--- src/rtl/loader_pkg.sv ---
// loader_pkg: shared FSM states, sync bytes and error encodings for the program loader
package loader_pkg;

    typedef enum logic [2:0] {
        SYNC0,
        SYNC1,
        CNT0,
        CNT1,
        DATA,
        CSUM,
        DONE,
        ERR
    } state_t;

    localparam logic [7:0] SYNC_BYTE0 = 8'hA5;
    localparam logic [7:0] SYNC_BYTE1 = 8'h5A;

    localparam logic [1:0] ERR_NONE = 2'b00;
    localparam logic [1:0] ERR_LEN  = 2'b01;
    localparam logic [1:0] ERR_CSUM = 2'b10;

endpackage

--- src/rtl/loader_word_assembler.sv ---
// loader_word_assembler: packs payload bytes LSB-first into 32-bit words and keeps the running XOR
module loader_word_assembler (
    input  logic        clk,
    input  logic        rst,
    input  logic        clear,
    input  logic        in_valid,
    input  logic [7:0]  in_data,
    output logic        word_valid,
    output logic [31:0] word,
    output logic [7:0]  csum
);

    logic [1:0]  byte_idx;
    logic [23:0] lanes;

    // The fourth byte completes the word combinationally so the top can register it in one step.
    assign word_valid = in_valid && byte_idx == 2'd3;
    assign word       = {in_data, lanes};

    always_ff @(posedge clk) begin
        if (rst || clear) begin
            byte_idx <= '0;
            lanes    <= '0;
            csum     <= '0;
        end else if (in_valid) begin
            byte_idx <= byte_idx + 2'd1;
            lanes    <= {in_data, lanes[23:8]};
            csum     <= csum ^ in_data;
        end
    end

endmodule

--- src/rtl/imem_program_loader.sv ---
// imem_program_loader: framed byte-stream loader writing verified words into instruction memory
module imem_program_loader
    import loader_pkg::*;
#(
    parameter int unsigned IMEM_DEPTH_WORDS = 1024,
    parameter logic [31:0] BASE_ADDR        = 32'h0000_0000
) (
    input  logic        clk,
    input  logic        rst,
    input  logic        rx_valid,
    input  logic [7:0]  rx_data,
    output logic        rx_ready,
    output logic        imem_we,
    output logic [31:0] imem_waddr,
    output logic [31:0] imem_wdata,
    output logic        loader_done,
    output logic        load_error,
    output logic [1:0]  err_code,
    output logic [15:0] words_loaded
);

    state_t      state, state_next;
    logic        accept;
    logic        clear;
    logic        asm_valid;
    logic        word_valid;
    logic [31:0] word;
    logic [7:0]  csum;
    logic [7:0]  cnt_lo;
    logic [15:0] frame_words;
    logic [15:0] n_next;
    logic        len_bad;
    logic [1:0]  err_next;

    assign rx_ready    = state != DONE && state != ERR;
    assign accept      = rx_valid && rx_ready;
    assign loader_done = state == DONE;
    assign load_error  = state == ERR;
    assign n_next      = {rx_data, cnt_lo};
    assign len_bad     = n_next == 16'd0 || 32'(n_next) > 32'(IMEM_DEPTH_WORDS);
    assign asm_valid   = accept && state == DATA;

    loader_word_assembler u_asm (
        .clk        (clk),
        .rst        (rst),
        .clear      (clear),
        .in_valid   (asm_valid),
        .in_data    (rx_data),
        .word_valid (word_valid),
        .word       (word),
        .csum       (csum)
    );

    always_ff @(posedge clk) begin
        if (rst)
            state <= SYNC0;
        else
            state <= state_next;
    end

    always_comb begin
        state_next = state;
        clear      = 1'b0;
        err_next   = err_code;
        case (state)
            SYNC0: state_next = accept && rx_data == SYNC_BYTE0 ? SYNC1 : SYNC0;
            SYNC1: if (accept)
                state_next = rx_data == SYNC_BYTE1 ? CNT0 : rx_data == SYNC_BYTE0 ? SYNC1 : SYNC0;
            CNT0: state_next = accept ? CNT1 : CNT0;
            CNT1: if (accept) begin
                state_next = len_bad ? ERR : DATA;
                err_next   = len_bad ? ERR_LEN : ERR_NONE;
                clear      = !len_bad;
            end
            DATA: state_next = word_valid && words_loaded == frame_words - 16'd1 ? CSUM : DATA;
            CSUM: if (accept) begin
                state_next = rx_data == csum ? DONE : ERR;
                err_next   = rx_data == csum ? ERR_NONE : ERR_CSUM;
            end
            default: state_next = state;
        endcase
    end

    always_ff @(posedge clk) begin
        if (rst) begin
            cnt_lo       <= '0;
            frame_words  <= '0;
            imem_we      <= 1'b0;
            imem_waddr   <= BASE_ADDR;
            imem_wdata   <= '0;
            words_loaded <= '0;
            err_code     <= ERR_NONE;
        end else begin
            imem_we  <= word_valid;
            err_code <= err_next;
            if (accept && state == CNT0)
                cnt_lo <= rx_data;
            if (accept && state == CNT1)
                frame_words <= n_next;
            if (clear)
                words_loaded <= '0;
            // words_loaded doubles as the word index; the address wraps modulo 2^32.
            if (word_valid) begin
                imem_wdata   <= word;
                imem_waddr   <= BASE_ADDR + {14'd0, words_loaded, 2'b00};
                words_loaded <= words_loaded + 16'd1;
            end
        end
    end

endmodule

--- config.mk ---
export PLATFORM = sky130hd
export DESIGN_NAME = imem_program_loader
export DESIGN_NICKNAME = d
export VERILOG_FILES = /design/src/rtl/loader_pkg.sv /design/src/rtl/loader_word_assembler.sv /design/src/rtl/imem_program_loader.sv
export SDC_FILE = /design/constraint.sdc
export NUM_CORES = 1
export LEC_CHECK = 0
export CAP_MARGIN = 10
export CORE_MARGIN = 8
export CORE_UTILIZATION = 42
export CTS_BUF_LIST = sky130_fd_sc_hd__clkbuf_4
export DETAILED_ROUTE_END_ITERATION = 16
export GPL_TIMING_DRIVEN = 0
export PLACE_DENSITY = 0.65
export SLEW_MARGIN = 20
export SYNTH_ARGS = -nofsm -noshare
export SYNTH_HDL_FRONTEND = slang
export SYNTH_SLANG_ARGS = --single-unit
--- constraint.sdc ---
create_clock -name clk -period 3.6 [get_ports clk]
set_input_delay 0.72 -clock clk [delete_from_list [all_inputs] [get_ports clk]]
set_output_delay 0.72 -clock clk [all_outputs]
set_load 0.05 [all_outputs]
== Yosys cells after proc, flatten, opt, wreduce, memory -nomap -nowiden ==
Index checks and enable logic that the tools add are counted.
Widths: inputs -> output; s select.

* $add $sub $neg: 3
* $lt $le $gt $ge: 1
* Equal/unequal tests: 17
* Muxes and demuxes: 20
* Bitwise operators: 1
* Reduce and logical (&&, ||, !) cells: 18

{| class="wikitable"
|+ Operator list
! cell !! count
|-
| $mux 16 || 2
|-
| $pmux 3 s6 || 1
|-
| $add 16x1->16 const B || 1
|-
| $eq 16x16->1 || 1
|-
| $gt 16x11->1 const B || 1
|-
| $logic_not 16->1 || 1
|-
| $sub 16x1->16 const B || 1
|-
| $eq 3x3->1 const B || 4
|-
| $mux 2 || 5
|-
| $mux 3 || 3
|-
| $eq 8x7->1 const B || 1
|-
| $eq 8x8->1 || 1
|-
| $eq 8x8->1 const B || 1
|-
| $logic_and 1x1->1 || 8
|-
| $mux 1 || 8
|-
| $xor 8x8->8 || 1
|-
| $eq 3x2->1 const B || 2
|-
| $ne 2x2->1 const B || 3
|-
| $ne 3x3->1 const B || 2
|-
| $reduce_bool 6->1 || 1
|-
| $pmux 2 s2 || 1
|-
| $reduce_and 4->1 || 1
|-
| $reduce_bool 2->1 || 2
|-
| $eq 3x1->1 const B || 1
|-
| other kinds (6) || 7
|}

* Register bits: 128
* Input bits: 11

== Longest topological paths before layout ==
* Depth after elaboration: 8
* Mapped depth: 9
* Gate-level depth less buffers: 8

== Hierarchy ==
A second synthesis with hierarchy kept.

* Cells, all modules: 696
* Area, all modules: 6162.2 um2

{| class="wikitable"
|+ Modules (own cells, without submodules)
! module !! instances !! cells each !! area each (um2)
|-
| imem_program_loader || 1 || 566 || 4754.6
|-
| loader_word_assembler || 1 || 130 || 1407.6
|}

== Worst setup path after synthesis ==
Ideal clock, no wire load.

* Path kind: input-to-reg
* From: in rx_data[0]
* To: reg u_asm.lanes[17]
* Arrival time: 2.451 ns
* Data required time: 3.483 ns
* Path slack: 1.033 ns
* Stages: 9
* Buffers on the path: 3
* Path through: buf_2 or4_4 o31a_1 nor3_2 nand2_2 nand2b_2 buf_6 buf_12 a21oi_2

* Longest elaborated chain between the ends: 6

{| class="wikitable"
|+ Ends and longest elaborated chain
! what !! line !! source
|-
| start, declared || imem_program_loader.sv:11 || <nowiki>input logic [7:0] rx_data,</nowiki>
|-
| $gt 16x11->1 or $logic_not 16->1 (tied branches) || imem_program_loader.sv:40 || <nowiki>assign len_bad = n_next == 16'd0 || 32'(n_next) > 32'(IMEM_DEPTH_WORDS);</nowiki>
|-
| $logic_or 1x1->1 (*) || imem_program_loader.sv:40 ||
|-
| $logic_not 1->1 (*) || imem_program_loader.sv:73 || <nowiki>clear = !len_bad;</nowiki>
|-
| $mux 1 (*) || imem_program_loader.sv:70 || <nowiki>CNT1: if (accept) begin</nowiki>
|-
| $mux 1 (*) || imem_program_loader.sv:65 || <nowiki>case (state)</nowiki>
|-
| $logic_or 1x1->1 (*) || loader_word_assembler.sv:21 || <nowiki>if (rst || clear) begin</nowiki>
|-
| end signal, assigned || loader_word_assembler.sv:27 || <nowiki>lanes <= {in_data, lanes[23:8]};</nowiki>
|-
| end, declared || loader_word_assembler.sv:14 || <nowiki>logic [23:0] lanes;</nowiki>
|}

Mark *: on every way between the ends. The rest lies on a longest branch, timed or not.
A chain may end at the register's enable or synchronous reset.

== Worst setup path after layout ==
* From: in rx_valid
* To: reg imem_waddr[3]

* Longest elaborated chain between the ends: 3

{| class="wikitable"
|+ Ends and longest elaborated chain
! what !! line !! source
|-
| start, declared || imem_program_loader.sv:10 || <nowiki>input logic rx_valid,</nowiki>
|-
| $logic_and 1x1->1 || imem_program_loader.sv:36 || <nowiki>assign accept = rx_valid && rx_ready;</nowiki>
|-
| $logic_and 1x1->1 || imem_program_loader.sv:41 || <nowiki>assign asm_valid = accept && state == DATA;</nowiki>
|-
| $logic_and 1x1->1 || loader_word_assembler.sv:17 || <nowiki>assign word_valid = in_valid && byte_idx == 2'd3;</nowiki>
|-
| end signal, assigned || imem_program_loader.sv:105 || <nowiki>imem_waddr <= BASE_ADDR + {14'd0, words_loaded, 2'b00};</nowiki>
|-
| end, declared || imem_program_loader.sv:14 || <nowiki>output logic [31:0] imem_waddr,</nowiki>
|}

No other way between the ends.

==> tab_implementation.tex <==
\begin{tabular}{lr}
\hline
Metric & Value \\
\hline
\multicolumn{2}{l}{\textbf{Final layout}} \\
\quad Diodes inserted & 0 \\
\quad Synth-to-Final Area Change & 21.4\% \\
\quad Most common cell after layout, fill and taps aside & sky130\_fd\_sc\_hd\_\_nand2\_1 \\
\quad Core Util, Final & 51.8\% \\
\quad Combined area of the multi-input logic cells & 2950 um\^{}2 \\
\quad Proportion of layout cells with a drive suffix above 1 & 10.5\% \\
\quad Fillers & 1359 \\
\quad Commonest cells after routing, fill and taps aside & sky130\_fd\_sc\_hd\_\_nand2\_1, sky130\_fd\_sc\_hd\_\_dfxtp\_1, sky130\_fd\_sc\_hd\_\_a21oi\_1 \\
\quad Layout net count & 860 \\
\quad Area of all sequential standard cells & 2560 um\^{}2 \\
\multicolumn{2}{l}{\textbf{Global routing}} \\
\quad Global-route usage over all layers & 18.6\% \\
\quad Global Route met2 Usage & 31.3\% \\
\quad Largest net degree at the start of global routing & 17 \\
\quad Number of global-route vias before repair & 5419 \\
\quad Met1 track demand over resource & 21.8\% \\
\quad Wire length of the first global-routing pass & 27000 um \\
\quad Initial antenna violation count & 0 \\
\quad GR Layer Usage met3 & 5.83\% \\
\quad GRT Residual Overflow & 0 \\
\quad GR peak layer & met2 \\
\multicolumn{2}{l}{\textbf{Floorplan}} \\
\quad Vertical die dimension & 134 um \\
\quad Core Box Area & 13800 um\^{}2 \\
\quad Ports placed on the boundary & 97 \\
\quad DIE WIDTH & 134 um \\
\quad Initial cell density of the core & 42.7\% \\
\quad Total die area & 18000 um\^{}2 \\
\quad Rows & 43 \\
\multicolumn{2}{l}{\textbf{Timing}} \\
\quad Tightest Pin Transition & 0.756 ns \\
\quad Relative max-transition margin & 49.4\% \\
\quad Max-slew violation count & 0 \\
\quad Setup repair after global routing missed its margin & no \\
\quad Hold Fails Final Rpt & 0 \\
\quad Finish-stage setup viols & 0 \\
\quad Fin crit share & 86.0\% \\
\quad Clock skew after layout & 0.0149 ns \\
\quad Worst hold slack after final layout & 0.455 ns \\
\quad Max Clk Rate & 323 MHz \\
\quad Final critical path time including I/O delays and setup & 3.09 ns \\
\multicolumn{2}{l}{\textbf{Logic synthesis}} \\
\quad Share of synthesized flip-flops with an asynchronous set or reset & 0\% \\
\quad Post-synthesis register bit count & 128 \\
\quad Cell types with the largest area share after synthesis & sky130\_fd\_sc\_hd\_\_dfxtp\_1, sky130\_fd\_sc\_hd\_\_nand2\_1, sky130\_fd\_sc\_hd\_\_a21oi\_1, sky130\_fd\_sc\_hd\_\_xor2\_1, sky130\_fd\_sc\_hd\_\_a21oi\_2 \\
\quad Most area-hungry cell type in the Yosys netlist & sky130\_fd\_sc\_hd\_\_dfxtp\_1 \\
\quad Ys flop type & sky130\_fd\_sc\_hd\_\_dfxtp\_1 \\
\quad Sequential area share after synthesis & 43.6\% \\
\quad Synthesized area per cell & 7.97 um\^{}2 \\
\quad Yosys Warn Count & 0 \\
\quad Share of the synthesized area in the top cell type & 43.6\% \\
\quad Post-synthesis instance area & 5870 um\^{}2 \\
\quad Number of enable-type register cells in the synthesized netlist & 0 \\
\quad Instance count of the mapped netlist & 737 \\
\quad Count of unique library cells instantiated by Yosys & 63 \\
\multicolumn{2}{l}{\textbf{Detailed routing}} \\
\quad Aggregate routed wire length & 16400 um \\
\quad Post-detailed-route via-to-cell ratio & 5.21 \\
\quad Via count & 5407 \\
\quad First drt pass iteration count & 5 \\
\quad Wire length per cell & 15.8 um \\
\quad Initial drt markers & 315 \\
\quad Residual antenna-violating net count after detailed routing & 0 \\
\quad Count of unresolved DRC violations after routing & 0 \\
\multicolumn{2}{l}{\textbf{Placed design}} \\
\quad Half-perimeter wire length of the detailed placement result & 12200 um \\
\quad \# port buffers & 73 \\
\quad Final weighted congestion in routability-driven placement & 0.865 \\
\multicolumn{2}{l}{\textbf{Clock network}} \\
\quad Clock latency on the worst-skew pair & 0.53 ns \\
\quad Clock tree from TritonCTS & yes \\
\quad H-tree lvl count & 4 \\
\quad Clock edge transition at the registers on the reported setup and hold paths & 0.10 ns \\
\quad Resized cells post-CTS & 0 \\
\quad Number of clock sinks & 128 \\
\quad Worst-case clock buffer depth & 2 \\
\quad CTS Buf Count & 17 \\
\quad Number of post-CTS setup repair buffers & 0 \\
\quad Hold\_buf cts & 0 \\
\quad Clk root buf & sky130\_fd\_sc\_hd\_\_clkbuf\_4 \\
\multicolumn{2}{l}{\textbf{Worst setup path}} \\
\quad Logic depth of the worst register-to-register path & 8 \\
\quad Max FO, Critical Path & 10 \\
\quad Count of cell instances traversed by the critical path & 8 \\
\quad Required @ worst endpoint & 3.99 ns \\
\quad Worst setup path category & in2reg \\
\quad Endpoint kind of the worst setup timing path & flop \\
\quad Largest stage delay on the critical path & 0.60 ns \\
\quad Number of buffer and inverter instances along the worst setup path & 3 \\
\quad Crit-path leading delay family & simple AND/OR/NAND/NOR gates \\
\quad Critical Path Start Type & primary input \\
\quad Slowest CP cell & sky130\_fd\_sc\_hd\_\_nor2\_1 \\
\quad Critical path arrival & 3.49 ns \\
\quad Cell Chain, Critical Path & clkdlybuf4s50\_1, or3b\_1, nor2\_1, nand2\_1, clkbuf\_1, clkbuf\_1, nand2\_1, a21oi\_1 \\
\multicolumn{2}{l}{\textbf{Pwr}} \\
\quad Total power per unit cell area & 339 nW/um\^{}2 \\
\quad Worst supply voltage drop on vdd & 234 uV \\
\quad Static leakage & 2.50 nW \\
\multicolumn{2}{l}{\textbf{Job}} \\
\quad Max\_cap viols & 0 \\
\multicolumn{2}{l}{\textbf{Outcome}} \\
\quad Status & completed \\
\multicolumn{2}{l}{\textbf{Min path}} \\
\quad Number of cells on the worst hold path & 2 \\
\quad Hold WC Path Type & reg2reg \\
\hline
\end{tabular}
path summary, 6_finish.rpt:
path                        from             to  slack [ns]
hold reg to reg   u_asm.lanes[2]  imem_wdata[2]        0.46
setup / recovery        rx_valid  imem_waddr[3]        0.51
setup reg to reg        state[2]  imem_waddr[3]        0.60
hold / removal    u_asm.lanes[2]  imem_wdata[2]        0.46
cells by family after synthesis:
| logic type | Yosys count | synth area share [%] |
|---|---|---|
| simple gates | 301 | 23.0 |
| compound gates | 176 | 18.0 |
| flops | 128 | 43.6 |
| buf+inv | 80 | 7.16 |
| xor+xnor | 36 | 5.37 |
| mux | 10 | 1.73 |
| fa+ha+maj | 5 | 1.06 |
| other cells | 1 | 0.0638 |
worst reg2reg max path, delay by kind of cell, from the launching register on:
kind	cells	cell delay, ns
flops	1	0.39
compound gates	1	0.07
buf+inv	2	0.66
simple gates	4	1.46
fa+ha+maj	1	0.30
routing by layer:
| layer | vias up | share of wire [%] |
|---|---|---|
| li1 | 2705 | - |
| met4 | 0 | 1.6 |
| met2 | 176 | 48 |
| met1 | 2502 | 44 |
| met3 | 24 | 6.7 |
| met5 | - | 0 |
Yosys cell counts (9+ instances only):
library cell / number
sky130_fd_sc_hd__a21oi_1: 94
sky130_fd_sc_hd__a21oi_2: 20
sky130_fd_sc_hd__buf_4: 17
sky130_fd_sc_hd__clkbuf_1: 42
sky130_fd_sc_hd__dfxtp_1: 128
sky130_fd_sc_hd__inv_1: 12
sky130_fd_sc_hd__mux2i_1: 9
sky130_fd_sc_hd__nand2_1: 178
sky130_fd_sc_hd__nand3_1: 11
sky130_fd_sc_hd__nor2_1: 41
sky130_fd_sc_hd__nor3_1: 13
sky130_fd_sc_hd__o21ai_0: 29
sky130_fd_sc_hd__xnor2_1: 11
sky130_fd_sc_hd__xor2_1: 25
registers in the layout (all words and copies together), names as in the netlist, 3 cells and up:
signal        flops
imem_wdata       32
words_loaded     16
cnt_lo            8
u_asm.csum        8
u_asm.lanes      24
frame_words      16
state             3
imem_waddr       16
report_power, final:
| group | total, mW | internal, mW | switching (mW) |
|---|---|---|---|
| Combinational | 0.124 | 0.0339 | 0.0899 |
| Clock | 0.875 | 0.355 | 0.520 |
| Sequential | 1.42 | 1.42 | 0.000192 |
per-stage QoR:
stage                     area, um^2  cells  power, mW  setup slack, ns  TNS, ns
after global routing            7130   1037       2.51            0.328        0
after floorplan                 5930    752       1.55             1.03        0
after CTS                       7130   1037       2.43            0.490        0
after detailed placement        6890   1005       1.57          -0.0105  -0.0176
final                           7130   1037       2.41            0.506        0
after global placement          6890   1005       1.57         -0.00661  -0.0358
layout make-up:
cell class / count / area share [%]
clock inverters: 12 / 1.30
plain buffers: 68 / 5.27
repair buffers: 73 / 10.2
well taps: 180 / 3.16
multi-input cells: 544 / 41.3
flip-flops and latches: 128 / 35.9
clock buffers: 20 / 2.11
inverters: 12 / 0.632
(Power assumes the default switching activity.)
==> variant (same settings) <==
Make the reset (`rst`) asynchronous in 2 clocked blocks.
--- a/src/rtl/imem_program_loader.sv
+++ b/src/rtl/imem_program_loader.sv
@@ -53,3 +53,3 @@
 
-    always_ff @(posedge clk) begin
+    always_ff @(posedge clk or posedge rst) begin
         if (rst)
@@ -83,3 +83,3 @@
 
-    always_ff @(posedge clk) begin
+    always_ff @(posedge clk or posedge rst) begin
         if (rst) begin
Formal check against the unedited RTL: differs if rst is asserted again (counterexample within 10 cycles, from zero or initial values and one cycle with rst high); with rst held inactive, the same outputs for 10 cycles.
==> variant against the original RTL <==
Total power rose by 4.2%. Cell area rose by 2.4%. Area after synthesis rose by 1.2%. Sequential cell count did not move. Routed wire length fell by 4.4%. Clock skew rose by 0.0028 ns. Synthesized cell count fell by 8.7%. Worst setup slack got worse by 0.23 ns. Largest power group unchanged.
==> variant: results (changes against the original RTL) <==
| Metric | Value |
|---|---|
| Status | finished clean |
| Ys async rst share | 0.734 (+0.734) |
| Vias per Instance | 5.17 (-0.88%) |
| FF-to-FF End | state[0] |
| # port buffers | 78 (+6.8%) |
| Area post-placement | 0.00705 mm^2 (+2.4%) |
| Synth Area per Inst | 8.83 um^2 (+11%) |
| Reg-to-reg startpoint | state[1] |
| Pleak | 3.27 nW (+30%) |
| CP arrival | 3.73 ns (+0.24 ns) |
| Post-synth top cells | 213 x nand2_1, 94 x dfrtp_1, 38 x o21ai_0, 34 x dfxtp_1, 30 x a21oi_1 |
| Share of layout cells above drive strength 1 | 0.106 (+0.00123) |
| Gr usage total | 0.176 (-0.00963) |
| Placed Instances | 948 (-5.7%) |
| Drt wl/cell | 16.0 um (+1.1%) |
| Worst path top cell family by delay | compound AO/OA/AOI/OAI gates |
| Rel. slew slack | 0.216 (-0.278) |
| Worst reg2reg path depth | 9 (+1) |
| Worst vdd ir | 269 uV (+15%) |
| Highest clock rate | 301 MHz (-6.8%) |
| Fill cells | 1319 (-2.9%) |
| Clock Skew | 0.0178 ns (+0.00284 ns) |
| Total number of vias | 5065 (-6.3%) |
| First-pass GRT wire length | 25700 um (-5.0%) |
| Pin count of the biggest net entering global routing | 35 (+18) |
| Layout net count | 803 (-6.6%) |
## variant: cell count changes after synthesis, sizes merged, moves of 8 or more
cell / before / now
mux2i: 9 / 1
clkbuf: 42 / 28
o21ai: 29 / 38
xor2: 25 / 17
xnor2: 11 / 19
a21oi: 114 / 30
nor2: 43 / 24
dfxtp: 128 / 34
dfrtp: 0 / 94
nand2: 179 / 213
mux2: 1 / 19
## variant: layer usage
metal,track usage,share of wire,vias to the layer above
met4,0.0666,0.018,0
met2,0.296,0.50,130
met1,0.209,0.42,2450
met3,0.0516,0.064,25
met5,0,0,-
li1,-,-,2460
## variant: worst min path at each step
| stage | startpoint | cells after the start | slack [ns] | endpoint |
|---|---|---|---|---|
| 2_1_floorplan | u_asm.lanes[0] | 2 | 0.41 | imem_wdata[0] |
| 3_3_place_gp | u_asm.lanes[3] | 2 | 0.42 | imem_wdata[3] |
| 3_5_place_dp | u_asm.lanes[1] | 2 | 0.44 | imem_wdata[1] |
| 4_1_cts | u_asm.lanes[3] | 2 | 0.46 | imem_wdata[3] |
| 5_1_grt | u_asm.lanes[20] | 2 | 0.48 | imem_wdata[20] |
| 6_report | u_asm.lanes[3] | 2 | 0.45 | imem_wdata[3] |
## variant: cell type report
type,count,area (um^2),area share
Sequential cell,128,3030,0.415
Multi-Input combinational cell,490,2640,0.361
Timing Repair Buffer,80,821,0.112
Buffer,56,279,0.0382
Tap cell,180,225,0.0309
Clock buffer,24,180,0.0247
Clock inverter,8,68.8,0.00943
Inverter,14,56.3,0.00771
## variant: power by group
part           internal [mW]  switching (mW)
Combinational         0.0594           0.116
Sequential              1.44          0.0106
Clock                  0.389           0.499
Total                   1.89           0.626
## variant: cells by family (layout without fill, tap and decap cells)
logic type | Yosys count | after routing | synth area share
xor gates and xnor gates | 36 | 36 | 0.0530
muxes | 20 | 20 | 0.0377
adders and majority gates | 5 | 5 | 0.0105
buffers and inverters | 70 | 182 | 0.0558
AOI/OAI and AO/OA | 103 | 103 | 0.104
DFF | 128 | 128 | 0.510
other | 1 | 16 | 0.000631
and+or+nand+nor | 310 | 310 | 0.229
## variant: worst register-to-register path: cells and delay by family (launching register included)
kind / cells / cell delay (ns)
buffers and inverters: 3 / 0.67
AO/OA/AOI/OAI: 3 / 1.04
flip-flops: 1 / 0.39
AND/OR/NAND/NOR: 3 / 1.03
## variant: metrics by stage
step                utilization  setup WS [ns]
finish                    0.526          0.278
global route              0.526         0.0534
CTS                       0.526          0.258
detailed placement        0.508         -0.213
global placement          0.505         -0.686
floorplan                     -          0.696
